$ cat config.mk
export PLATFORM = sky130hd
export DESIGN_NAME = mac_dot_product
export DESIGN_NICKNAME = d
export VERILOG_FILES = /design/src/rtl/mac_dot_product.sv
export SDC_FILE = /design/constraint.sdc
export NUM_CORES = 1
export LEC_CHECK = 0
export CORE_MARGIN = 8
export CORE_UTILIZATION = 52
export CTS_CLUSTER_SIZE = 40
export DETAILED_ROUTE_END_ITERATION = 8
export GPL_ROUTABILITY_DRIVEN = 0
export HOLD_SLACK_MARGIN = 0.06
export PLACE_DENSITY_LB_ADDON = 0.1
export SYNTH_ARGS = -nofsm -noshare
export SYNTH_HDL_FRONTEND = slang
export SYNTH_SLANG_ARGS = --single-unit
export TNS_END_PERCENT = 50
$ cat constraint.sdc
create_clock -name clk -period 2.9 [get_ports clk]
set_clock_uncertainty 0.05 [all_clocks]
set_input_delay 0.29 -clock clk [delete_from_list [all_inputs] [get_ports clk]]
set_output_delay 0.29 -clock clk [all_outputs]
set_load 0.02 [all_outputs]
$ cat src/rtl/mac_dot_product.sv
// mac_dot_product
//   Pipelined unsigned multiply-accumulate engine. It accepts LENGTH operand
//   pairs over a valid/ready stream and sums their products. The dot product
//   is then presented on a valid/ready output. After the result handshake the
//   block clears itself and starts the next vector.
//
//   Optional feature macro: MAC_SATURATE_EN
//     defined   : accumulator clamps to all-ones on overflow
//     undefined : accumulator wraps modulo 2^ACC_WIDTH
//   In both builds the sticky overflow flag is set.
//
// Ports
//   clk        clock, rising edge
//   rst        asynchronous active-high reset
//   clear      synchronous abort of the current vector
//   in_valid   operand pair valid
//   in_ready   block can accept an operand pair
//   a, b       operands (WIDTH bits, unsigned)
//   out_valid  result valid
//   out_ready  consumer accepts result
//   result     dot product (ACC_WIDTH bits)
//   overflow   sticky accumulator overflow for the current vector
//
// States
//   ACC | accepting and accumulating terms
//   OUT | holding result until out_ready
module mac_dot_product #(
  parameter int WIDTH     = 8,
  parameter int ACC_WIDTH = 24,
  parameter int LENGTH    = 4,
  parameter int CNT_WIDTH = 8
) (
  input  logic                 clk,
  input  logic                 rst,
  input  logic                 clear,
  input  logic                 in_valid,
  output logic                 in_ready,
  input  logic [WIDTH-1:0]     a,
  input  logic [WIDTH-1:0]     b,
  output logic                 out_valid,
  input  logic                 out_ready,
  output logic [ACC_WIDTH-1:0] result,
  output logic                 overflow
);

  localparam int PW = 2 * WIDTH;
  localparam logic [CNT_WIDTH-1:0] LEN  = CNT_WIDTH'(LENGTH);
  localparam logic [CNT_WIDTH-1:0] LAST = CNT_WIDTH'(LENGTH - 1);

  typedef enum logic {ACC, OUT} state_t;

  state_t               state;
  state_t               state_next;
  logic [PW-1:0]        prod;
  logic                 p_valid;
  logic [CNT_WIDTH-1:0] cnt_in;
  logic [CNT_WIDTH-1:0] cnt_acc;
  logic [ACC_WIDTH-1:0] acc;
  logic [ACC_WIDTH:0]   sum;
  logic                 carry;
  logic                 last_term;
  logic                 handshake;
  logic                 accept;

  // One extra bit on the add exposes the carry used for overflow detection.
  always_comb begin
    sum   = {1'b0, acc} + {{(ACC_WIDTH + 1 - PW){1'b0}}, prod};
    carry = sum[ACC_WIDTH];
  end

  always_ff @(posedge clk or posedge rst) begin
    if (rst) state <= ACC;
    else     state <= state_next;
  end

  always_comb begin
    state_next = state;
    in_ready   = 1'b0;
    out_valid  = 1'b0;
    handshake  = 1'b0;
    last_term  = p_valid && (cnt_acc == LAST);
    case (state)
      ACC: begin
        in_ready = (cnt_in < LEN);
        if (last_term) state_next = OUT;
      end
      OUT: begin
        out_valid = 1'b1;
        handshake = out_ready;
        if (out_ready) state_next = ACC;
      end
      default: state_next = ACC;
    endcase
    if (clear) begin
      state_next = ACC;
      handshake  = 1'b0;
    end
  end

  assign accept = in_valid & in_ready;
  assign result = acc;

  always_ff @(posedge clk or posedge rst) begin
    if (rst) begin
      prod     <= '0;
      p_valid  <= 1'b0;
      cnt_in   <= '0;
      cnt_acc  <= '0;
      acc      <= '0;
      overflow <= 1'b0;
    end else if (clear) begin
      prod     <= '0;
      p_valid  <= 1'b0;
      cnt_in   <= '0;
      cnt_acc  <= '0;
      acc      <= '0;
      overflow <= 1'b0;
    end else begin
      p_valid <= accept;
      if (accept) begin
        prod   <= PW'(a) * PW'(b);
        cnt_in <= cnt_in + CNT_WIDTH'(1);
      end
      if (p_valid) begin
        cnt_acc <= cnt_acc + CNT_WIDTH'(1);
        if (carry) begin
          overflow <= 1'b1;
`ifdef MAC_SATURATE_EN
          // Once clamped, any further nonzero add carries again, so the
          // accumulator stays pinned at all-ones for the rest of the vector.
          acc <= '1;
`else
          acc <= sum[ACC_WIDTH-1:0];
`endif
        end else begin
          acc <= sum[ACC_WIDTH-1:0];
        end
      end
      // Result consumed: restart for the next vector.
      if (handshake) begin
        acc      <= '0;
        cnt_in   <= '0;
        cnt_acc  <= '0;
        overflow <= 1'b0;
      end
    end
  end

endmodule

==> run metrics, run 1 <==
starting DRC count in detailed routing=271; Post-Synthesis Cells=590; maximum number of pins on one net before global-route repair=60; Simple-Gate Fraction of Synth Area=21.0%; initial antenna violation count=0; post-route ant nets=0; Total GRT Usage=18.7%; Max Cap Viol=0; CTS tree=done; max incr delay on CP=0.57 ns; Die Wd=118 um; Main synth FF type=dfrtp_1; worst-path cell chain=buf_8 > and2_4 > fa_1 > fa_1 > fa_1 > inv_1 > fa_1 > inv_2 > ha_4 > nand4b_1 > a21oi_2 > o211ai_1 > a2111oi_2 > a311o_1; H-tree levels=3; Combinational Power Share=59.1%; complex-gate fraction of the synthesized area=14.3%; RSZ-0062 raised after global routing=true; cell count of the worst reg-to-reg path=8; number of flops mapped to enable cells by yosys=0; CP arrival=3.94 ns; Hold Path Origin=a[0]; Mean Syn Cell Area=9.21 um2; Synth Area in XOR/XNOR=3.55%; fmax=269 MHz; core box area=10,200 um2; final wirelength=12,900 um; largest family of logic cells by synthesized area=adder cells; failing checks=setup timing; Reg2Reg Setup Slack=0.13 ns; Rows=37; switching fraction of total power=38.2%; Die ar.=14,000 um2; Worst Max-Slew Pin Slew=0.746 ns; Crit path top cell by count=fa_1; first-pass GRT wire length=22,000 um; part of the cycle the worst path needs=128%; min Tclk post-route=3.72 ns; clk buf depth=2; most frequent cell after synthesis=and2_1; Seq cells post-synth=59; Clock Power Share=17.9%; CTS root buffer=clkbuf_8; Synth Net Count=702; nets@finish=807; WL per Instance=15.5 um; asr flop ratio synth=100%; synth top area cells=dfrtp_1 27%, fa_1 14%, ha_1 12%; number of global-route vias before repair=4,894; final worst setup slack=-0.817 ns; Pre-antenna DRT Iters=4; Seq pwr share=23.0%; Reg2Reg Capture Point=result[20]; Final setup violation count=11; worst vdd ir=0.000313 V; CP Class=in2reg; antenna cell count=0; worst hold endpoint=prod[0]; pre-CTS WS=-1.83 ns; adder-cell share of the synthesized area=26.1%; Global Route met2 Usage=33.3%; post-synthesis sequential area ratio=27.2%; Syn Std Cell Area=5430 um2; Layout Utilization=69.6%; P_leak=0.00339 uW; Yosys top cell by area=dfrtp_1; port bufs=47; Slew Limit Fails=0; multiplexer share of the synthesized area=2.03%; crit start category=primary input; internal power=2610 uW; Worst Path Required=3.12 ns; Yosys cell types=55; cts hold-fix bufs=0; Skew-Pair Late Insertion Delay=0.34 ns; HP Class=in2reg; Crit Path Max Fanout=6; Psw=1610 uW; most instantiated cells after synthesis=60 x and2_1, 59 x dfrtp_1, 59 x inv_1; share of post-route cells with drive strength above 1=25.7%; GRT met3 Usage=2.76%; CP max-delay cell=fa_1; slew margin rel.=50.3%; Power per Cell Area=593 nW/um2; Boundary Pins=48; Die H=118 um; gr ovfl total=0; M1 GR Usage=22.0%; Hold Path Depth=4; Layout area overhead=31.2%; CTS Buf Count=9; detailed placement HPWL=9820 um; grt peak-use layer=met2; initial core utilization=53.1%; status=finished with violations; top cell type's share of synthesized area=27.2%; Clock Sinks=59; Yosys warning count=0; worst flop-to-flop path startpoint=result[0]; vias per std cell=5.47; Fin. Hold Viols=0; via count=4,575; drt drc=0; crit path from=a[1]; CP Capture Type=register; clock slew at reported path FFs=0.07 ns
state kept, by name (all words and copies together) (netlist names):
name	cells
cnt_acc	8
cnt_in	8
overflow	1
p_valid	1
prod	16
result	24
state	1
per-stage QoR:
stage	TNS [ns]	cells	power, uW	hold slack [ns]	area, um2
after global placement	-17.08	810	2920	0.412	6530
after detailed placement	-17.96	810	2970	0.415	6530
after floorplan	-6.60	590	2320	0.387	5560
after CTS	-6.08	834	4070	0.356	7010
after global routing	-7.13	836	4540	0.387	7130
final	-6.06	836	4220	0.371	7130
critical path: cells and delay by family:
kind                     cells  cell delay (ns)
adder cells (fa/ha/maj)      5             2.26
AO/OA/AOI/OAI                4             0.88
AND/OR/NAND/NOR              2             0.31
buffers and inverters        3             0.20
cells in the final DEF, fill, tap and decap left out, types with 4 or more instances in the layout:
| master | instances |
|---|---|
| dfrtp_1 | 59 |
| buf_4 | 57 |
| inv_1 | 48 |
| and2_1 | 46 |
| nand2_1 | 43 |
| ha_1 | 43 |
| nor2_1 | 37 |
| clkdlybuf4s50_1 | 31 |
| fa_1 | 29 |
| a21oi_1 | 28 |
| nand3_1 | 18 |
| buf_6 | 17 |
| and2_4 | 14 |
| xnor2_1 | 12 |
| mux2i_1 | 11 |
| inv_2 | 11 |
| a21o_1 | 10 |
| ha_4 | 10 |
| clkbuf_8 | 10 |
| xor2_1 | 9 |
| nand3b_1 | 9 |
| o21ai_1 | 8 |
| nand4_1 | 8 |
| a31oi_1 | 8 |
| fa_2 | 8 |
| a21oi_2 | 7 |
| a211oi_1 | 6 |
| o21ai_0 | 5 |
| buf_8 | 5 |
| o211ai_1 | 4 |
| nor3_1 | 4 |
| a31o_1 | 4 |
| nand4b_1 | 4 |
| nor3b_1 | 4 |
| nand2_2 | 4 |
power by group through the flow:
| stage | combinational [uW] | sequential, uW | clock [uW] |
|---|---|---|---|
| 2_1_floorplan | 1340 | 982 | 0 |
| 3_3_place_gp | 1940 | 981 | 0 |
| 3_5_place_dp | 1980 | 986 | 0 |
| 4_1_cts | 2320 | 970 | 779 |
| 5_1_grt | 2750 | 980 | 812 |
| 6_report | 2490 | 971 | 757 |
area by class of cell:
class	instances	area [um2]
multi-input combinational	451	3990
fill	777	3110
sequential	59	1480
timing repair buffer	115	1070
inverter	59	221
tap	136	170
clock buffer	10	138
clock inverter	6	65.1
worst max-delay path by stage:
| stage | endpoint | slack [ns] | cells after the start |
|---|---|---|---|
| floorplan | prod[13] | -0.95 | 15 |
| global placement | prod[13] | -1.69 | 16 |
| detailed placement | prod[13] | -1.83 | 16 |
| CTS | prod[13] | -0.79 | 14 |
| global route | prod[13] | -0.90 | 16 |
| finish | prod[13] | -0.82 | 14 |
per-layer routing:
layer / up-vias / wire length, um
met5: - / 0
li1: 2250 / -
met3: 25 / 400
met2: 87 / 6670
met1: 2213 / 5560
met4: 0 / 284
cells by family (layout without fill, tap and decap cells):
kind of cell | count (synthesis) | in the layout
XOR/XNOR | 22 | 22
flip-flops | 59 | 59
multiplexers | 11 | 11
AND/OR/NAND/NOR | 213 | 213
buffers and inverters | 80 | 190
AO/OA/AOI/OAI | 114 | 114
adder cells (fa/ha/maj) | 91 | 91
timing repair:
| item | CTS | global route |
|---|---|---|
| setup endpoints to repair | 12 | 13 |
| pin swaps | 58 | 31 |
| buffers inserted | 8 | 4 |
| resized for setup | 139 | 26 |
Power figures use the tool's default switching activity.
==> inputs of run 2 (changes only) <==
CORE_UTILIZATION = 44   (was 52)
==> run 2 against run 1 <==
Against the previous run:
- the flow still finishes with violations (setup timing)
- first-iteration DRC count down 39%
- critical path depth increased by 2
- worst hold slack got worse by 0.16 ns
- combinational power is 16% lower
- setup slack lost 0.012 ns
- via count is 2.4% lower
- cell count up 0.60%
- power down 5.3%
- critical endpoint is now prod[12]
- largest cell class unchanged
- largest power group unchanged
==> run metrics, run 2 (synthesis results as in run 1) <==
status=finished with violations (unchanged); failing checks=setup timing (unchanged); Pre-antenna DRT Iters=4 (unchanged); Die H=127 um (was 118 um); most common cell after layout, fill and taps aside=buf_4 (was dfrtp_1); worst flop-to-flop path startpoint=result[0] (unchanged); detailed placement HPWL=10,100 um (was 9820 um); gr ovfl total=0 (unchanged); crit start category=primary input (unchanged); port bufs=47 (unchanged); Boundary Pins=48 (unchanged); final wirelength=12,400 um (was 12,900 um); CP Capture Type=register (unchanged); Max Cap Viol=0 (unchanged); via count=4,467 (was 4,575); nets@finish=803 (was 807); Combinational Power Share=52.6% (was 59.1%); Worst Max-Slew Pin Slew=0.726 ns (was 0.746 ns); Clock Power Share=23.0% (was 17.9%); antenna cell count=0 (unchanged); crit path from=a[2] (was a[1]); Clock Sinks=59 (unchanged); clock slew at reported path FFs=0.05 ns (was 0.07 ns); H-tree levels=3 (unchanged); area of the multi-input gates=3860 um2 (was 3990 um2); Layout area overhead=27.4% (was 31.2%); Seq pwr share=24.4% (was 23.0%); Total GRT Usage=16.0% (was 18.7%); Die Wd=127 um (was 118 um); worst vdd ir=0.000301 V (was 0.000313 V); drt drc=0 (unchanged); CP arrival=3.88 ns (was 3.94 ns); internal power=2510 uW (was 2610 uW); max FFs per register=24 (unchanged); post-route ant nets=0 (unchanged); worst-path cell chain=buf_6 > buf_6 > and2_4 > fa_1 > fa_1 > fa_1 > inv_1 > fa_1 > inv_2 > ha_4 > buf_4 > o21a_1 > o21a_1 > a41oi_2 > mux2i_1 > nand3_1 (was buf_8 > and2_4 > fa_1 > fa_1 > fa_1 > inv_1 > fa_1 > inv_2 > ha_4 > nand4b_1 > a21oi_2 > o211ai_1 > a2111oi_2 > a311o_1); final worst setup slack=-0.829 ns (was -0.817 ns); initial core utilization=45.2% (was 53.1%); share of post-route cells with drive strength above 1=21.5% (was 25.7%); CP max-delay cell=fa_1 (unchanged); Die ar.=16,200 um2 (was 14,000 um2); CTS root buffer=clkbuf_16 (was clkbuf_8); P_leak=0.00332 uW (was 0.00339 uW); Final Power=4000 uW (was 4220 uW); most frequent cells in the layout=65 x buf_4, 59 x dfrtp_1, 54 x and2_1, 53 x inv_1, 47 x ha_1 (was 59 x dfrtp_1, 57 x buf_4, 48 x inv_1, 46 x and2_1); Final setup violation count=11 (unchanged); Power per Cell Area=578 nW/um2 (was 593 nW/um2); cts hold-fix bufs=0 (unchanged); number of global-route vias before repair=4,602 (was 4,894); CTS tree=done (unchanged); Filler Cell Count=1,049 (was 777); fmax=268 MHz (was 269 MHz); Crit path top cell by count=fa_1 (unchanged); Slew Limit Fails=0 (unchanged); Layout Utilization=57.6% (was 69.6%); max incr delay on CP=0.50 ns (was 0.57 ns); vias per std cell=5.31 (was 5.47); initial antenna violation count=0 (unchanged); Fin. Hold Viols=0 (unchanged); min Tclk post-route=3.73 ns (was 3.72 ns); HP Class=in2async (was in2reg); Skew-Pair Late Insertion Delay=0.33 ns (was 0.34 ns); cell count of the worst reg-to-reg path=8 (unchanged); first-pass GRT wire length=21,700 um (was 22,000 um); Reg2Reg Setup Slack=0.11 ns (was 0.13 ns); CP Class=in2reg (unchanged); switching fraction of total power=37.2% (was 38.2%); core box area=12,000 um2 (was 10,200 um2); CTS Buf Count=9 (unchanged); Psw=1490 uW (was 1610 uW); WL per Instance=14.8 um (was 15.5 um); register area=1480 um2 (unchanged); starting DRC count in detailed routing=166 (was 271); Reg2Reg Capture Point=result[20] (unchanged); Worst Path Required=3.05 ns (was 3.12 ns); maximum number of pins on one net before global-route repair=30 (was 60); part of the cycle the worst path needs=129% (was 128%); Crit Path Max Fanout=6 (unchanged); Rows=40 (was 37); RSZ-0062 raised after global routing=true (unchanged); clk buf depth=2 (unchanged); slew margin rel.=51.6% (was 50.3%)
## run 2: how the worst max path moves through the flow
stage,end,cells past startpoint
2_1_floorplan,prod[13],15
4_1_cts,prod[13],15
3_5_place_dp,prod[13],16
5_1_grt,prod[13],15
3_3_place_gp,prod[13],16
6_report,prod[12],16
## run 2: area by class of cell
| type | count | area share (%) |
|---|---|---|
| clock buffers | 9 | 3.25 |
| repair buffers | 111 | 13.3 |
| flip-flops and latches | 59 | 21.3 |
| clock inverters | 5 | 0.470 |
| well taps | 147 | 2.66 |
| multi-input cells | 451 | 55.8 |
| inverters | 59 | 3.20 |
## run 2: metrics by stage
| step | instances | area (um2) | setup WS, ns | hold WS, ns | setup TNS [ns] |
|---|---|---|---|---|---|
| 2_1_floorplan | 590 | 5560 | -0.953 | 0.387 | -6.60 |
| 6_report | 841 | 6920 | -0.829 | 0.214 | -6.78 |
| 4_1_cts | 842 | 6870 | -0.927 | 0.225 | -7.38 |
| 3_3_place_gp | 824 | 6560 | -1.68 | 0.417 | -16.53 |
| 5_1_grt | 841 | 6920 | -1.00 | 0.262 | -8.47 |
| 3_5_place_dp | 824 | 6560 | -1.71 | 0.415 | -16.96 |
## run 2: worst max-delay path, delay by kind of cell
| family | cells | cell delay (ns) |
|---|---|---|
| compound gates | 3 | 0.52 |
| fa+ha+maj | 5 | 2.21 |
| buf+inv | 5 | 0.45 |
| mux | 1 | 0.20 |
| simple gates | 2 | 0.23 |
## run 2: power groups by stage
stage | logic [uW] | registers [uW] | clock network [uW]
final | 2100 | 975 | 922
after global routing | 2370 | 987 | 980
after CTS | 2070 | 975 | 943
after detailed placement | 1990 | 989 | 0
after global placement | 1970 | 983 | 0
after floorplan | 1340 | 982 | 0
## run 2: repair_timing
| action | 4_1_cts | 5_1_grt |
|---|---|---|
| buffers inserted | 4 | 0 |
| resized for setup | 83 | 21 |
| pin swaps | 42 | 16 |
| endpoints found under the setup margin | 12 | 15 |
## run 2: routing by layer
metal / global-route usage [%] / wire length, um / part of all wire, %
met4: 5.18 / 195 / 1.6
met3: 2.45 / 335 / 2.7
met2: 28.0 / 6170 / 50
met5: 0 / 0 / 0
met1: 19.7 / 5750 / 46
==> inputs of run 3 (changes only) <==
CELL_PAD_IN_SITES_DETAIL_PLACEMENT = 0   (was unset)
CELL_PAD_IN_SITES_GLOBAL_PLACEMENT = 2   (was unset)
CORE_UTILIZATION = 37   (was 44)
==> run 3 against run 2 <==
Against the previous run:
- the flow still finishes with violations (setup timing)
- wire length is 6.3% higher
- setup slack got worse by 0.0096 ns
- cell count increased by 5.1%
- sequential power rose by 0.5%
- critical path type unchanged
- clock power increased by 2.4%
- fmax down 0.26%
- sequential share of layout area decreased by 0.78 points
- largest cell class unchanged
- global-route usage fell by 1.4 points
- register-to-register slack improved by 0.03 ns
- non-clock buffer count grew 4
- utilization fell by 7.8 points
==> run metrics, run 3 (synthesis results as in run 1) <==
placed instance area=6640 um2 (was 6560 um2); failing checks=setup timing (unchanged); post-route cell area=7190 um2 (was 6920 um2); max FFs per register=24 (unchanged); final wirelength=13,200 um (was 12,400 um); CP arrival=3.89 ns (was 3.88 ns); Crit path top cell by count=fa_1 (unchanged); CTS root buffer=clkbuf_16 (unchanged); Total GRT Usage=14.7% (was 16.0%); max incr delay on CP=0.55 ns (was 0.50 ns); P_leak=0.00339 uW (was 0.00332 uW); H-tree levels=3 (unchanged); Slew Limit Fails=0 (unchanged); share of post-route cells with drive strength above 1=24.4% (was 21.5%); initial core utilization=37.7% (was 45.2%); vias per std cell=5.09 (was 5.31); post-route ant nets=0 (unchanged); CP Class=in2reg (unchanged); Clock Sinks=59 (unchanged); Layout area overhead=32.3% (was 27.4%); Fin. Hold Viols=0 (unchanged); slew margin rel.=41.8% (was 51.6%); status=finished with violations (unchanged); crit start category=primary input (unchanged); Pre-antenna DRT Iters=4 (unchanged); final worst setup slack=-0.838 ns (was -0.829 ns); clk buf depth=2 (unchanged); pre-CTS WS=-1.74 ns (was -1.71 ns); Final Power=4190 uW (was 4000 uW); drt drc=0 (unchanged); Max Cap Viol=0 (unchanged); worst vdd ir=0.000237 V (was 0.000301 V); Power per Cell Area=583 nW/um2 (was 578 nW/um2); WL per Instance=15.0 um (was 14.8 um); HP Class=in2async (unchanged); CTS Buf Count=9 (unchanged); CTS tree=done (unchanged); antenna cell count=0 (unchanged); Finished Layout Cells=884 (was 841); initial antenna violation count=0 (unchanged); CP max-delay cell=fa_1 (unchanged); Die H=137 um (was 127 um); gr ovfl total=0 (unchanged); Skew-Pair Late Insertion Delay=0.33 ns (about the same); port bufs=47 (unchanged); Worst Path Required=3.06 ns (was 3.05 ns); detailed placement HPWL=10,600 um (was 10,100 um); fmax=267 MHz (was 268 MHz); RSZ-0062 raised after global routing=true (unchanged); starting DRC count in detailed routing=189 (was 166); # placed instances=863 (was 824); clock slew at reported path FFs=0.05 ns (about the same); Boundary Pins=48 (unchanged); number of global-route vias before repair=4,703 (was 4,602); Crit Path Max Fanout=6 (unchanged); first-pass GRT wire length=22,300 um (was 21,700 um); most frequent cells in the layout=59 x dfrtp_1, 57 x buf_4, 48 x inv_1, 47 x and2_1 (was 65 x buf_4, 59 x dfrtp_1, 54 x and2_1, 53 x inv_1, 47 x ha_1); Final setup violation count=11 (unchanged); maximum number of pins on one net before global-route repair=31 (was 30); part of the cycle the worst path needs=129% (about the same); cell family with most CP delay=adder cells (unchanged); worst-path cell chain=buf_8 > and2_4 > fa_2 > fa_1 > fa_1 > inv_1 > fa_1 > inv_2 > ha_4 > a21o_1 > a21oi_2 > a21oi_2 > o211ai_1 > a2111oi_2 > a311o_1 (was buf_6 > buf_6 > and2_4 > fa_1 > fa_1 > fa_1 > inv_1 > fa_1 > inv_2 > ha_4 > buf_4 > o21a_1 > o21a_1 > a41oi_2 > mux2i_1 > nand3_1); cts hold-fix bufs=0 (unchanged); core box area=14,400 um2 (was 12,000 um2); nets@finish=807 (was 803); via count=4,496 (was 4,467); most common cell after layout, fill and taps aside=dfrtp_1 (was buf_4); min Tclk post-route=3.74 ns (was 3.73 ns); Worst Max-Slew Pin Slew=0.873 ns (was 0.726 ns); CP Capture Type=register (unchanged); Die ar.=18,800 um2 (was 16,200 um2); Rows=44 (was 40); Filler Cell Count=1,373 (was 1,049); Die Wd=137 um (was 127 um); crit path buf inv count=3 (was 5)
run 3: changes by cell type in the layout (fill, tap and decap cells not counted), moves of 3 or more:
cell / delta
and2_1: -7
and2_4: +7
buf_2: -5
buf_4: -8
buf_6: +12
buf_8: +5
ha_1: -3
ha_4: +3
inv_1: -5
inv_2: +5
run 3: final timing paths:
kind	from	endpoint	slack, ns	depth (start not counted)
max	b[4]	prod[13]	-0.84	15
min in group clk	a[0]	prod[0]	0.35	4
min reg2reg	cnt_in[4]	cnt_in[4]	0.43	1
min	rst	result[5]	0.35	2
max in group asynchronous	rst	cnt_in[3]	1.85	3
max reg2reg	result[0]	result[20]	0.14	8
run 3: cell type report:
type,instances,area [um2],area share (%)
Tap cell,184,230,3.20
Timing Repair Buffer,115,1060,14.8
Clock buffer,11,233,3.24
Sequential cell,59,1480,20.5
Inverter,59,221,3.08
Multi-Input combinational cell,451,3930,54.7
Clock inverter,5,30.0,0.418
run 3: where the power goes:
| group | switching (uW) | leakage, uW | internal (uW) |
|---|---|---|---|
| sequential | 75.2 | 0.000808 | 905 |
| combinational | 1120 | 0.00246 | 1140 |
| clock | 371 | 0.000125 | 572 |
run 3: worst register-to-register path, cell delays in order (launching register included):
cell,delay [ns]
dfrtp_1,0.39
ha_1,0.25
fa_1,0.42
a211oi_2,0.25
o21ai_1,0.15
a211o_1,0.31
a311o_1,0.47
nor3b_1,0.20
o21a_1,0.16
run 3: timing repair:
item | in CTS | in global routing
pin swaps | 41 | 40
cloned | 0 | 0
endpoints found under the setup margin | 12 | 12
setup buffers | 2 | 4
gates resized for setup | 107 | 43
run 3: stage by stage:
stage | utilization [%] | hold WS (ns) | setup TNS (ns)
2_1_floorplan | - | 0.387 | -6.60
3_3_place_gp | 46.0 | 0.415 | -17.09
3_5_place_dp | 46.0 | 0.417 | -17.48
4_1_cts | 48.5 | 0.363 | -7.11
5_1_grt | 49.8 | 0.386 | -7.64
6_report | 49.8 | 0.345 | -6.14
run 3: layer usage:
layer  part of all wire (%)  vias to the layer above  global-route usage (%)
met3                    2.4                       15                    2.17
li1                       -                     2249                       -
met5                      0                        -                       0
met4                    2.0                        0                    5.85
met1                     47                     2173                    18.3
met2                     49                       59                    24.8
==> edit: new RTL, flow settings as in run 1 <==
The parameter `WIDTH` goes from 8 to 12.
--- a/src/rtl/mac_dot_product.sv
+++ b/src/rtl/mac_dot_product.sv
@@ -25,7 +25,7 @@
 //   ACC | accepting and accumulating terms
 //   OUT | holding result until out_ready
 module mac_dot_product #(
-  parameter int WIDTH     = 8,
+  parameter int WIDTH     = 12,
   parameter int ACC_WIDTH = 24,
   parameter int LENGTH    = 4,
   parameter int CNT_WIDTH = 8
Interface: changed (resized a and b); port bits go from 48 to 56. No check against the original RTL was run, so the function may have changed too.
==> edit against run 1 <==
The flow still finishes with violations (setup timing); largest power group unchanged; critical endpoint is now prod[23]; routed wire length is 53% higher; area after synthesis increased by 59%; critical path depth up 6; power grew to 2.5 times the old value; sequential cell count is 8 higher; final area increased by 54%; setup slack got worse by 0.73 ns.
==> edit: results (changes against run 1) <==
Synth:
- The share of synthesized area spent on multiplexers was 1.74% (-0.29 points).
- The area fraction in compound gates after synthesis is 13.6% (-0.66 points).
- The count of unique library cells instantiated by Yosys is 63 (+15%).
- Counting instances in the post-synthesis netlist gives the leading cell types as sky130_fd_sc_hd__inv_1 (141), sky130_fd_sc_hd__nand2_1 (122), sky130_fd_sc_hd__fa_1 (101), sky130_fd_sc_hd__ha_1 (88), sky130_fd_sc_hd__dfrtp_1 (67).
- Sorting the synthesized cells by area gives the leading types as sky130_fd_sc_hd__fa_1 (23%), sky130_fd_sc_hd__dfrtp_1 (19%), sky130_fd_sc_hd__ha_1 (13%), sky130_fd_sc_hd__inv_1 (6.1%), sky130_fd_sc_hd__nand2_1 (5.3%).
- The post-synthesis xor/xnor area fraction came to 4.47% (+0.92 points).
- The post-synthesis adder-cell area fraction was 36.2% (+10 points).

Run status:
- The checks that failed: setup timing.
- The run finished, with violations left.

Setup path:
- The depth of the most critical reg-to-reg path is 9 (+1).
- The launch point of the worst path is a[5].
- The critical path ends at prod[23].
- The maximum cell stage delay along the critical path is 0.51 ns (-0.06 ns).
- The setup slack on the worst flop-to-flop path is 0.28 ns (+0.15 ns).

Placed design:
- The number of input and output port buffers inserted is 55 (+17%).
- The half-perimeter wire length after placement is 15700 um (+60%).
- The cell area after placement came to 10200 sq um (+56%).

Drt:
- The number of iterations in the first detailed-routing pass was 5 (+1).
- The via total after detailed routing is 6754 (+48%).
- The number of design-rule violations left by the first detailed-router iteration is 262 (-3.3%).
- The routed length on met1 was 9300 um (+67%).
- The met3 wire length is 566 um (+42%).
- The overall routed net length was 19700 um (+53%).
- The detailed route wirelength on metal2 was 9690 um (+45%).

Clock tree:
- The post-CTS setup buffer count was 21 (+13).
- The number of resized instances in the post-cts repair step is 191 (+37%).

Timing:
- The setup slack of the critical path after layout was -1.55 ns (-0.730 ns).
- The slew at the pin with the worst max-slew slack came to 1.24 ns (+0.490 ns).
- The setup-violating endpoint count in the final report came to 19 (+8).

Global routing:
- The first-pass GRT wire length is 33800 um (+54%).
- The via count of the first global-routing pass is 7070 (+44%).
- The met3 track utilization from global routing is 1.51% (-1.3 points).
- The largest net degree at the start of global routing came to 68 (+13%).
- The global routing usage on met1 is 26.7% (+4.7 points).
- The met2 demand-to-capacity share in global routing is 34.4% (+1.1 points).

Hold path:
- The tightest min-delay check is of the in2async type.

Pwr:
- The worst vdd rail ir drop was 0.706 mV (+130%).
## edit: cell count changes after synthesis, sizes merged, moves of 20 or more
cell / delta
a22o: +20
clkbuf: +25
fa: +64
ha: +34
inv: +82
nand2: +72
## edit: where the power goes
group / internal, uW / leakage (uW) / switching, uW
Clock: 753 / 0.000153 / 393
Combinational: 4260 / 0.00446 / 4110
Sequential: 1070 / 0.000914 / 98.8
Total: 6090 / 0.00553 / 4600
## edit: metrics by stage
stage | utilization, % | instances | total power, uW
floorplan | - | 949 | 5870
global placement | 62.1 | 1271 | 7880
detailed placement | 62.1 | 1271 | 7940
CTS | 66.5 | 1307 | 10000
global route | 67.1 | 1308 | 11600
finish | 67.1 | 1308 | 10700
## edit: area by class of cell
class	instances	area [sq um]	share of cell area, %
clock inverters	6	90.1	0.819
well taps	220	275	2.50
inverters	141	532	4.83
flip-flops and latches	67	1680	15.2
repair buffers	167	1440	13.1
multi-input cells	697	6760	61.4
clock buffers	10	229	2.08
